$ cat config.mk
export PLATFORM = sky130hd
export DESIGN_NAME = periph_wr_arbiter
export DESIGN_NICKNAME = d
export VERILOG_FILES = /design/src/rtl/periph_arb_pkg.sv /design/src/rtl/rr_priority_picker.sv /design/src/rtl/periph_wr_arbiter.sv
export SDC_FILE = /design/constraint.sdc
export NUM_CORES = 1
export LEC_CHECK = 0
export ABC_AREA = 1
export BUFFER_PORTS_ARGS = -buffer_cell sky130_fd_sc_hd__buf_2
export CORE_UTILIZATION = 25
export CTS_CLUSTER_DIAMETER = 50
export DETAILED_ROUTE_END_ITERATION = 8
export PLACE_DENSITY = 0.52
export SLEW_MARGIN = 20
export SYNTH_ARGS = -nofsm -noshare
export SYNTH_HDL_FRONTEND = slang
export SYNTH_SLANG_ARGS = --single-unit
export TNS_END_PERCENT = 1
$ cat constraint.sdc
create_clock -name clk_10MHz -period 1.9 [get_ports clk_10MHz]
set_input_delay 0.095 -clock clk_10MHz [delete_from_list [all_inputs] [get_ports clk_10MHz]]
set_output_delay 0.095 -clock clk_10MHz [all_outputs]
set_load 0.02 [all_outputs]
$ cat src/rtl/periph_arb_pkg.sv
// Shared types and helpers for the peripheral write arbiter.
// The arbiter serialises writes from several requesters onto one peripheral write port.
package periph_arb_pkg;

  typedef enum logic [1:0] {
    IDLE  = 2'd0,
    ISSUE = 2'd1,
    WAIT  = 2'd2,
    DONE  = 2'd3
  } arb_state_e;

  // Width of the wait counter; a disabled timeout (0) still needs one bit.
  function automatic int to_cnt_w(input int timeout_cyc);
    return (timeout_cyc < 1) ? 1 : $clog2(timeout_cyc + 1);
  endfunction

endpackage

$ cat src/rtl/rr_priority_picker.sv
// Combinational round-robin pick: the first asserted request at or after ptr,
// wrapping modulo N_REQ.
module rr_priority_picker #(
  parameter int N_REQ = 2
) (
  input  logic [N_REQ-1:0]         req,
  input  logic [$clog2(N_REQ)-1:0] ptr,
  output logic                     valid,
  output logic [$clog2(N_REQ)-1:0] idx
);

  localparam int IDX_W = $clog2(N_REQ);

  // Scan from the farthest offset down so the nearest request to ptr is written last and wins.
  always_comb begin
    int s;
    valid = 1'b0;
    idx   = '0;
    s     = 0;
    for (int i = N_REQ - 1; i >= 0; i--) begin
      s = int'(ptr) + i;
      if (s >= N_REQ) s = s - N_REQ;
      if (req[s]) begin
        valid = 1'b1;
        idx   = IDX_W'(s);
      end
    end
  end

endmodule

$ cat src/rtl/periph_wr_arbiter.sv
// Round-robin arbiter for the single peripheral write port: captures one requester,
// issues a one-cycle write strobe, waits for tgt_ready (with optional timeout), reports done/err.
//
// Handshake: req is a level held until that requester's done or err pulse; addr/data must
// stay stable while req is high. tgt_wr_en is a one-cycle strobe; the target accepts by
// raising tgt_ready in the strobe cycle or any later cycle before the timeout.
module periph_wr_arbiter
  import periph_arb_pkg::*;
#(
  parameter int N_REQ       = 2,
  parameter int ADDR_W      = 4,
  parameter int DATA_W      = 32,
  parameter int TIMEOUT_CYC = 255
) (
  input  logic                       clk_10MHz,
  input  logic                       rst_n,
  input  logic [N_REQ-1:0]           req,
  input  logic [N_REQ*ADDR_W-1:0]    req_addr,
  input  logic [N_REQ*DATA_W-1:0]    req_wdata,
  output logic [N_REQ-1:0]           gnt,
  output logic [N_REQ-1:0]           done,
  output logic [N_REQ-1:0]           err,
  output logic                       tgt_wr_en,
  output logic [ADDR_W-1:0]          tgt_addr,
  output logic [DATA_W-1:0]          tgt_wdata,
  input  logic                       tgt_ready,
  output logic                       busy,
  output logic [$clog2(N_REQ)-1:0]   grant_id,
  output logic [1:0]                 dbg_state
);

  localparam int IDX_W = $clog2(N_REQ);
  localparam int CNT_W = to_cnt_w(TIMEOUT_CYC);
  localparam logic [CNT_W-1:0] CNT_MAX = '1;
  localparam logic [CNT_W-1:0] TO_VAL  = CNT_W'(TIMEOUT_CYC);

  arb_state_e        state, state_nxt;
  logic [IDX_W-1:0]  ptr, ptr_nxt, id_nxt, pick_idx;
  logic              pick_valid;
  logic [CNT_W-1:0]  cnt, cnt_nxt, cnt_sat;
  logic [N_REQ-1:0]  gnt_nxt, done_nxt, err_nxt;
  logic              wr_en_nxt;
  logic [ADDR_W-1:0] addr_nxt;
  logic [DATA_W-1:0] wdata_nxt;

  rr_priority_picker #(.N_REQ(N_REQ)) u_picker (
    .req   (req),
    .ptr   (ptr),
    .valid (pick_valid),
    .idx   (pick_idx)
  );

  assign busy      = (state != IDLE);
  assign dbg_state = state;
  assign cnt_sat   = (cnt == CNT_MAX) ? cnt : cnt + 1'b1;

  always_comb begin
    state_nxt = state;
    ptr_nxt   = ptr;
    id_nxt    = grant_id;
    cnt_nxt   = cnt;
    gnt_nxt   = gnt;
    done_nxt  = '0;
    err_nxt   = '0;
    wr_en_nxt = 1'b0;
    addr_nxt  = tgt_addr;
    wdata_nxt = tgt_wdata;
    case (state)
      IDLE: begin
        if (pick_valid) begin
          id_nxt            = pick_idx;
          addr_nxt          = req_addr[pick_idx*ADDR_W +: ADDR_W];
          wdata_nxt         = req_wdata[pick_idx*DATA_W +: DATA_W];
          gnt_nxt           = '0;
          gnt_nxt[pick_idx] = 1'b1;
          wr_en_nxt         = 1'b1;
          state_nxt         = ISSUE;
        end
      end
      ISSUE: begin
        cnt_nxt = '0;
        if (tgt_ready) begin
          done_nxt[grant_id] = 1'b1;
          gnt_nxt            = '0;
          state_nxt          = DONE;
        end else begin
          state_nxt = WAIT;
        end
      end
      WAIT: begin
        if (tgt_ready) begin
          done_nxt[grant_id] = 1'b1;
          gnt_nxt            = '0;
          state_nxt          = DONE;
        end else begin
          cnt_nxt = cnt_sat;
          // A zero timeout never matches here, so the wait is unbounded.
          if ((TIMEOUT_CYC != 0) && (cnt_sat == TO_VAL)) begin
            err_nxt[grant_id] = 1'b1;
            gnt_nxt           = '0;
            state_nxt         = DONE;
          end
        end
      end
      DONE: begin
        ptr_nxt   = (grant_id == IDX_W'(N_REQ - 1)) ? '0 : grant_id + 1'b1;
        state_nxt = IDLE;
      end
      default: state_nxt = IDLE;
    endcase
  end

  always_ff @(posedge clk_10MHz or negedge rst_n) begin
    if (!rst_n) begin
      state     <= IDLE;
      ptr       <= '0;
      grant_id  <= '0;
      cnt       <= '0;
      gnt       <= '0;
      done      <= '0;
      err       <= '0;
      tgt_wr_en <= 1'b0;
      tgt_addr  <= '0;
      tgt_wdata <= '0;
    end else begin
      state     <= state_nxt;
      ptr       <= ptr_nxt;
      grant_id  <= id_nxt;
      cnt       <= cnt_nxt;
      gnt       <= gnt_nxt;
      done      <= done_nxt;
      err       <= err_nxt;
      tgt_wr_en <= wr_en_nxt;
      tgt_addr  <= addr_nxt;
      tgt_wdata <= wdata_nxt;
    end
  end

endmodule

==> impl_metrics.prom, run 1 <==
# TYPE chip_impl_metric gauge
chip_impl_metric{name="antenna_found_initial",unit=""} 0
chip_impl_metric{name="layout_min_cycle_time",unit="ns"} 1.73
chip_impl_info{name="critical-path-top-cell-by-count",value="nand2_2"} 1
chip_impl_info{name="path_delay_family",value="simple AND/OR/NAND/NOR gates"} 1
chip_impl_metric{name="floorplan.rows",unit=""} 37
chip_impl_metric{name="cts_num_sinks",unit=""} 55
chip_impl_metric{name="hold-worst-slack",unit="ns"} 0.0114
chip_impl_info{name="status",value="finished clean"} 1
chip_impl_info{name="final_cell_mix",value="buf_2, a21oi_1, nand2_1"} 1
chip_impl_metric{name="total_nets_final",unit=""} 545
chip_impl_metric{name="number_of_cells_produced_by_synthesis",unit=""} 340
chip_impl_metric{name="cts_inserted_buffers",unit=""} 5
chip_impl_metric{name="routed-wl-met3",unit="um"} 321
chip_impl_metric{name="synth_cell_type_count",unit=""} 24
chip_impl_metric{name="netlist_area",unit="mm2"} 0.00272
chip_impl_metric{name="detailedPlacementHpwl",unit="mm"} 5.62
chip_impl_metric{name="grt_first_pass_wirelength",unit="mm"} 12.7
chip_impl_metric{name="final-hold-violation-count",unit=""} 0
chip_impl_metric{name="number_of_synthesized_register_bits",unit=""} 55
chip_impl_metric{name="power_per_cell_area",unit="mW/mm2"} 1500
chip_impl_metric{name="synthToLayoutAreaGrowth",unit="%"} 33.1
chip_impl_metric{name="final_max_slew_viols",unit=""} 0
chip_impl_metric{name="globalRouteTotalUtil",unit=""} 0.138
chip_impl_metric{name="slowest_delay",unit="ns"} 0.41
chip_impl_metric{name="via_count",unit=""} 2678
chip_impl_metric{name="final_worst_path_cycle_share",unit=""} 0.908
chip_impl_info{name="cts_tree",value="yes"} 1
chip_impl_info{name="root_buffer",value="clkbuf_8"} 1
chip_impl_metric{name="cts-htree-levels",unit=""} 2
chip_impl_metric{name="worst-endpoint-required",unit="ns"} 2.11
chip_impl_metric{name="drive_gt1_frac",unit=""} 0.339
chip_impl_info{name="crit_path_cell_trace",value="ha_1 -> nand2_2 -> nor2_2 -> nand2_2 -> nand2_1 -> nand3_2 -> nor2_2 -> nand2_2 -> nand2_4 -> nand2_2 -> nand2_1 -> nand2_1"} 1
chip_impl_metric{name="chipWidth",unit="um"} 106
chip_impl_info{name="crit_slowest_cell",value="dfrtp_1"} 1
chip_impl_metric{name="design.die.area",unit="mm2"} 0.0113
chip_impl_metric{name="cts_buffer_depth",unit=""} 2
chip_impl_metric{name="place.port_buffers",unit=""} 123
chip_impl_metric{name="yosysWarningCount",unit=""} 0
chip_impl_metric{name="die_y",unit="um"} 106
chip_impl_metric{name="via_count_of_the_first_global_routing_pass",unit=""} 2831
chip_impl_info{name="final_common_cell",value="buf_2"} 1
chip_impl_metric{name="detail_route.first_pass.iterations",unit=""} 4
chip_impl_metric{name="wl_per_cell",unit="um"} 12.8
chip_impl_metric{name="critical_path_arrival",unit="ns"} 1.93
chip_impl_metric{name="avgViaCountPerCell",unit=""} 4.47
chip_impl_info{name="cp-start-kind",value="register"} 1
chip_impl_metric{name="report.final.setup_viol",unit=""} 0
chip_impl_metric{name="critical_path.n_buffers_inverters",unit=""} 0
chip_impl_info{name="highest-signal-layer",value="met4"} 1
chip_impl_metric{name="fill_cells",unit=""} 1125
chip_impl_metric{name="clock_latency",unit="ns"} 0.31
chip_impl_metric{name="met1_wire_length",unit="mm"} 3.34
chip_impl_metric{name="slew_headroom",unit=""} 0.624
chip_impl_metric{name="finalWeightedCongestion",unit=""} 0.767
chip_impl_metric{name="boundary_pins",unit=""} 124
chip_impl_metric{name="maxCapViolations",unit=""} 0
chip_impl_info{name="crit_type",value="register to register"} 1
chip_impl_metric{name="maximum_number_of_pins_on_one_net_before_global_route_repair",unit=""} 39
chip_impl_metric{name="clk_transition_reported_paths",unit="ns"} 0.10
chip_impl_metric{name="drc_viols",unit=""} 0
chip_impl_metric{name="crit_fanout",unit=""} 6
chip_impl_metric{name="syn-mean-instance-area",unit="um2"} 8.00
chip_impl_info{name="hp-class",value="input pin to register"} 1
chip_impl_metric{name="mappedNetlistNets",unit=""} 423
chip_impl_metric{name="fp.coreArea",unit="mm2"} 0.0104
chip_impl_metric{name="cts_setup_buffers",unit=""} 0
chip_impl_metric{name="insertedDiodeCount",unit=""} 0
chip_impl_metric{name="worst_slew_pin_slew",unit="ns"} 0.564
chip_impl_metric{name="timing.setup.tns",unit="ns"} 0
chip_impl_metric{name="power.ir.vdd_worst",unit="uV"} 691
chip_impl_info{name="end_kind",value="register"} 1
chip_impl_metric{name="route.met2.wl",unit="mm"} 3.84
chip_impl_metric{name="worst-r2r-setup-slack",unit="ns"} 0.17
chip_impl_metric{name="leakage",unit="nW"} 1.77
chip_impl_metric{name="fmaxAchievable",unit="MHz"} 579
chip_impl_metric{name="detail_route_antenna_nets",unit=""} 0
chip_impl_metric{name="grt_remaining_overflow",unit=""} 0
chip_impl_metric{name="yosysSeqAreaShare",unit=""} 0.506
chip_impl_metric{name="initialDrtViolationCount",unit=""} 146
chip_impl_metric{name="initial_core_util",unit=""} 0.261
chip_impl_info{name="grt_setup_unrepaired",value="false"} 1
chip_impl_metric{name="wirelength",unit="mm"} 7.67
chip_impl_metric{name="skew",unit="ns"} 0.00894
==> layout make-up <==
| type | count | area (um2) | area share |
|---|---|---|---|
| Tap cell | 136 | 170 | 0.0470 |
| Multi-Input combinational cell | 246 | 1210 | 0.334 |
| Clock buffer | 7 | 76.3 | 0.0211 |
| Sequential cell | 55 | 1380 | 0.380 |
| Clock inverter | 1 | 8.76 | 0.00242 |
| Timing Repair Buffer | 130 | 687 | 0.190 |
| Inverter | 24 | 92.6 | 0.0256 |
==> per-layer routing <==
layer / GRT usage / up-vias
li1: - / 1355
met1: 0.161 / 1234
met2: 0.254 / 76
met3: 0.0270 / 13
met4: 0.0437 / 0
met5: 0 / -
==> state kept, by name (all words and copies together), names as in the netlist <==
name,cells
ptr,1
tgt_wr_en,1
done,2
cnt,8
gnt,2
dbg_state,2
tgt_wdata,32
tgt_addr,4
grant_id,1
err,2
==> power breakdown <==
| part | leakage (nW) | internal, W | total (W) | switching, W |
|---|---|---|---|---|
| clock | 0.0428 | 0.000267 | 0.000654 | 0.000387 |
| combinational | 1.08 | 0.000960 | 0.00282 | 0.00186 |
| sequential | 0.652 | 0.00167 | 0.00195 | 0.000280 |
| total | 1.77 | 0.00290 | 0.00543 | 0.00253 |
==> cells by family (layout without fill, tap and decap cells) <==
logic type / Yosys count / count (layout) / synth area share
and+or+nand+nor: 148 / 148 / 0.235
AOI/OAI and AO/OA: 91 / 91 / 0.171
DFF: 55 / 55 / 0.506
buffers and inverters: 39 / 162 / 0.0575
adders and majority gates: 6 / 6 / 0.0276
xor gates and xnor gates: 1 / 1 / 0.00322
==> cells in the mapped netlist (all sizes together) <==
cell type	n	area share
nor2	48	0.072
o21ai	14	0.027
clkbuf	6	0.0083
o31ai	1	0.0028
xor2	1	0.0032
nor3	5	0.0092
nand2	81	0.12
dfrtp	55	0.51
ha	6	0.028
nand3	14	0.033
a221oi	1	0.0032
clkinv	1	0.0014
inv	23	0.032
buf	9	0.016
a21oi	75	0.14
==> final timing paths <==
kind,depth (start not counted),start,to
max,12,cnt[1]$_DFFE_PN0P_,gnt[1]$_DFFE_PN0P_
min,3,req_wdata[37],tgt_wdata[5]$_DFFE_PN0P_
max reg2reg,12,cnt[1]$_DFFE_PN0P_,gnt[1]$_DFFE_PN0P_
min reg2reg,2,gnt[0]$_DFFE_PN0P_,gnt[0]$_DFFE_PN0P_
max in group asynchronous,3,rst_n,dbg_state[1]$_DFFE_PN0P_
min in group asynchronous,2,rst_n,tgt_addr[0]$_DFFE_PN0P_
==> worst min-delay path: stages <==
cell	delay, ns
buf_2	0.09
nand2_1	0.05
a21oi_1	0.05
==> what timing repair did <==
action	CTS	global route
gates resized for setup	0	4
hold buffers	1	0
hold endpoints to repair	23	0
setup endpoints to repair	0	28
==> through the flow <==
step / util / instances / area, um2 / worst slack (ns) / total power (W)
floorplan: - / 340 / 2720 / 0.137 / 0.00379
global placement: 0.337 / 590 / 3510 / 0.206 / 0.00474
detailed placement: 0.337 / 590 / 3510 / 0.130 / 0.00479
CTS: 0.346 / 599 / 3610 / 0.119 / 0.00547
global route: 0.348 / 599 / 3620 / 0.00305 / 0.00586
finish: 0.348 / 599 / 3620 / 0.174 / 0.00543
No activity file was read; power rests on OpenSTA's default activity.
==> run 2, diff against run 1 <==
--- a/config.mk
+++ b/config.mk
@@ -6,9 +6,10 @@
 export NUM_CORES = 1
 export LEC_CHECK = 0
 export ABC_AREA = 1
+export ABC_CLOCK_PERIOD_IN_PS = 1900
 export BUFFER_PORTS_ARGS = -buffer_cell sky130_fd_sc_hd__buf_2
 export CORE_UTILIZATION = 25
-export CTS_CLUSTER_DIAMETER = 50
+export CTS_CLUSTER_DIAMETER = 120
 export DETAILED_ROUTE_END_ITERATION = 8
 export PLACE_DENSITY = 0.52
 export SLEW_MARGIN = 20
==> constraint.sdc (replaced) <==
create_clock -name clk_10MHz -period 1.9 [get_ports clk_10MHz]
set_input_delay 0.285 -clock clk_10MHz [delete_from_list [all_inputs] [get_ports clk_10MHz]]
set_output_delay 0.285 -clock clk_10MHz [all_outputs]
set_load 0.02 [all_outputs]
==> run 2 against run 1 <==
Against the previous run: flip-flop and latch count unchanged; clock-buffer cell count down 1; cell count up 0.50%; non-clock buffer count grew 3; sequential power hardly changed; combinational power barely moved; final area grew 1.5%.
==> impl_metrics.prom, run 2 (same netlist as run 1, synthesis figures left out) <==
# TYPE chip_impl_metric gauge
chip_impl_info{name="timing.hold.worst.start",value="req_wdata[41]"} 1
chip_impl_info{name="rr_endpoint",value="gnt[0]$_DFFE_PN0P_"} 1
chip_impl_metric{name="combPwrFrac",unit=""} 0.504
chip_impl_info{name="hp-class",value="input pin to register"} 1
chip_impl_metric{name="cts_num_sinks",unit=""} 55
chip_impl_metric{name="worst-r2r-cell-count",unit=""} 7
chip_impl_info{name="status",value="finished clean"} 1
chip_impl_metric{name="boundary_pins",unit=""} 124
chip_impl_info{name="crit_path_cell_trace",value="inv_1 -> ha_1 -> inv_1 -> a221oi_1 -> nand2_2 -> nand2_1 -> nand2_1"} 1
chip_impl_metric{name="final_max_slew_viols",unit=""} 0
chip_impl_metric{name="globalRouteTotalUtil",unit=""} 0.136
chip_impl_info{name="cts_tree",value="yes"} 1
chip_impl_metric{name="die_y",unit="um"} 106
chip_impl_metric{name="skew",unit="ns"} 0.00866
chip_impl_metric{name="floorplan.rows",unit=""} 37
chip_impl_metric{name="insertedDiodeCount",unit=""} 0
chip_impl_info{name="grt_setup_unrepaired",value="true"} 1
chip_impl_metric{name="slew_headroom",unit=""} 0.610
chip_impl_metric{name="clock_latency",unit="ns"} 0.30
chip_impl_info{name="end_kind",value="register"} 1
chip_impl_metric{name="clk_transition_reported_paths",unit="ns"} 0.11
chip_impl_info{name="crit_slowest_cell",value="a221oi_1"} 1
chip_impl_metric{name="report.final.setup_viol",unit=""} 0
chip_impl_metric{name="chipWidth",unit="um"} 106
chip_impl_metric{name="power_per_cell_area",unit="mW/mm2"} 1510
chip_impl_metric{name="final_worst_path_cycle_share",unit=""} 0.947
chip_impl_metric{name="holdPathStages",unit=""} 3
chip_impl_metric{name="detail_route_antenna_nets",unit=""} 0
chip_impl_metric{name="grt_remaining_overflow",unit=""} 0
chip_impl_metric{name="cts_inserted_buffers",unit=""} 5
chip_impl_metric{name="synthToLayoutAreaGrowth",unit="%"} 35.1
chip_impl_info{name="worstHoldEndpoint",value="tgt_wdata[9]$_DFFE_PN0P_"} 1
chip_impl_metric{name="fp.coreArea",unit="mm2"} 0.0104
chip_impl_metric{name="power.net_switching",unit="W"} 0.00253
chip_impl_metric{name="fmaxAchievable",unit="MHz"} 556
chip_impl_metric{name="cellInternalPower",unit="W"} 0.00304
chip_impl_metric{name="wirelength",unit="mm"} 7.64
chip_impl_info{name="final_cell_mix",value="buf_2, a21oi_1, nand2_1"} 1
chip_impl_metric{name="avgViaCountPerCell",unit=""} 4.44
chip_impl_metric{name="leakage",unit="nW"} 1.80
chip_impl_metric{name="place.port_buffers",unit=""} 123
chip_impl_metric{name="worst-r2r-setup-slack",unit="ns"} 0.1
chip_impl_metric{name="total_nets_final",unit=""} 548
chip_impl_metric{name="slowest_delay",unit="ns"} 0.49
chip_impl_metric{name="initial_core_util",unit=""} 0.261
chip_impl_metric{name="initialDrtViolationCount",unit=""} 138
chip_impl_metric{name="p_seq_frac",unit=""} 0.353
chip_impl_info{name="crit_type",value="register to register"} 1
chip_impl_metric{name="detailedPlacementHpwl",unit="mm"} 5.60
chip_impl_metric{name="power.switching_fraction",unit=""} 0.454
chip_impl_metric{name="via_count_of_the_first_global_routing_pass",unit=""} 2716
chip_impl_metric{name="worst-endpoint-required",unit="ns"} 2.10
chip_impl_info{name="cp-start-kind",value="register"} 1
chip_impl_metric{name="largest_register_ff_count",unit=""} 32
chip_impl_metric{name="worst_slew_pin_slew",unit="ns"} 0.585
chip_impl_metric{name="power.clock.fraction",unit=""} 0.143
chip_impl_info{name="root_buffer",value="clkbuf_8"} 1
chip_impl_metric{name="fill_cells",unit=""} 1105
chip_impl_metric{name="drc_viols",unit=""} 0
chip_impl_metric{name="finalWeightedCongestion",unit=""} 0.836
chip_impl_metric{name="power.ir.vdd_worst",unit="uV"} 776
chip_impl_metric{name="via_count",unit=""} 2674
chip_impl_metric{name="antenna_found_initial",unit=""} 0
chip_impl_metric{name="design.die.area",unit="mm2"} 0.0113
chip_impl_metric{name="cts-htree-levels",unit=""} 2
chip_impl_metric{name="wl_per_cell",unit="um"} 12.7
chip_impl_info{name="biggestRegsByFlops",value="tgt_wdata (32), cnt (8), tgt_addr (4)"} 1
chip_impl_metric{name="layout_min_cycle_time",unit="ns"} 1.80
chip_impl_metric{name="critical_path_arrival",unit="ns"} 2.00
chip_impl_metric{name="grt_first_pass_wirelength",unit="mm"} 12.5
chip_impl_metric{name="maxCapViolations",unit=""} 0
chip_impl_metric{name="cts_buffer_depth",unit=""} 2
chip_impl_metric{name="drive_gt1_frac",unit=""} 0.345
chip_impl_metric{name="detail_route.first_pass.iterations",unit=""} 4
chip_impl_metric{name="power.total",unit="W"} 0.00557
chip_impl_metric{name="crit_fanout",unit=""} 5
chip_impl_info{name="final_common_cell",value="buf_2"} 1
chip_impl_info{name="worstSetupStartpoint",value="dbg_state[0]$_DFFE_PN0P_"} 1
chip_impl_metric{name="maximum_number_of_pins_on_one_net_before_global_route_repair",unit=""} 39
chip_impl_metric{name="final-hold-violation-count",unit=""} 0
chip_impl_info{name="largest-register",value="tgt_wdata"} 1
chip_impl_info{name="crit-reg2reg-launch",value="dbg_state[0]$_DFFE_PN0P_"} 1
chip_impl_metric{name="timing.setup.tns",unit="ns"} 0
==> run 2: repair_timing <==
action                                  4_1_cts  5_1_grt
endpoints found under the hold margin        23        0
hold buffers                                  1        0
buffers inserted                              0        0
endpoints found under the setup margin        0       33
gates resized for setup                       0        5
==> run 2: per-layer routing <==
layer / track usage / vias up / part of all wire
li1: - / 1354 / -
met1: 0.169 / 1234 / 0.46
met2: 0.240 / 76 / 0.49
met3: 0.0196 / 10 / 0.042
met4: 0.0437 / 0 / 0.017
met5: 0 / - / 0
==> run 2: how the worst max path moves through the flow <==
stage	to	slack (ns)	depth (start not counted)
after global routing	gnt[0]$_DFFE_PN0P_	-0.04	7
final	gnt[0]$_DFFE_PN0P_	0.1	7
after floorplan	gnt[0]$_DFFE_PN0P_	0.14	7
after detailed placement	gnt[0]$_DFFE_PN0P_	0.11	7
after CTS	gnt[0]$_DFFE_PN0P_	0.1	7
after global placement	gnt[0]$_DFFE_PN0P_	0.20	12
==> run 2: worst max-delay path: cells and delay by family (launching register included) <==
kind / cells / cell delay (ns)
AOI/OAI and AO/OA: 1 / 0.49
DFF: 1 / 0.43
adders and majority gates: 1 / 0.36
and+or+nand+nor: 3 / 0.21
buffers and inverters: 2 / 0.20
==> run 2: layout make-up <==
type,count,area [um2],area share
tap,136,170,0.0463
sequential,55,1380,0.374
inverter,24,92.6,0.0252
timing repair buffer,133,709,0.193
multi-input combinational,246,1220,0.331
clock inverter,2,38.8,0.0106
clock buffer,6,72.6,0.0197
==> run 2: stage by stage <==
step                hold slack [ns]   util  setup slack, ns  instance area, um2  cells
finish                        0.202  0.353            0.100                3680    602
CTS                           0.190  0.351           0.0990                3660    602
floorplan                   -0.0106      -            0.137                2720    340
detailed placement            0.324  0.339            0.107                3540    593
global route                  0.204  0.353          -0.0410                3680    602
global placement              0.321  0.339            0.203                3540    593
==> run 2: power by group through the flow <==
stage | sequential, W | combinational, W | clock (W)
floorplan | 0.00254 | 0.00126 | 0
global placement | 0.00197 | 0.00280 | 0
detailed placement | 0.00197 | 0.00281 | 0
CTS | 0.00195 | 0.00282 | 0.000830
global route | 0.00203 | 0.00313 | 0.000869
finish | 0.00196 | 0.00281 | 0.000794
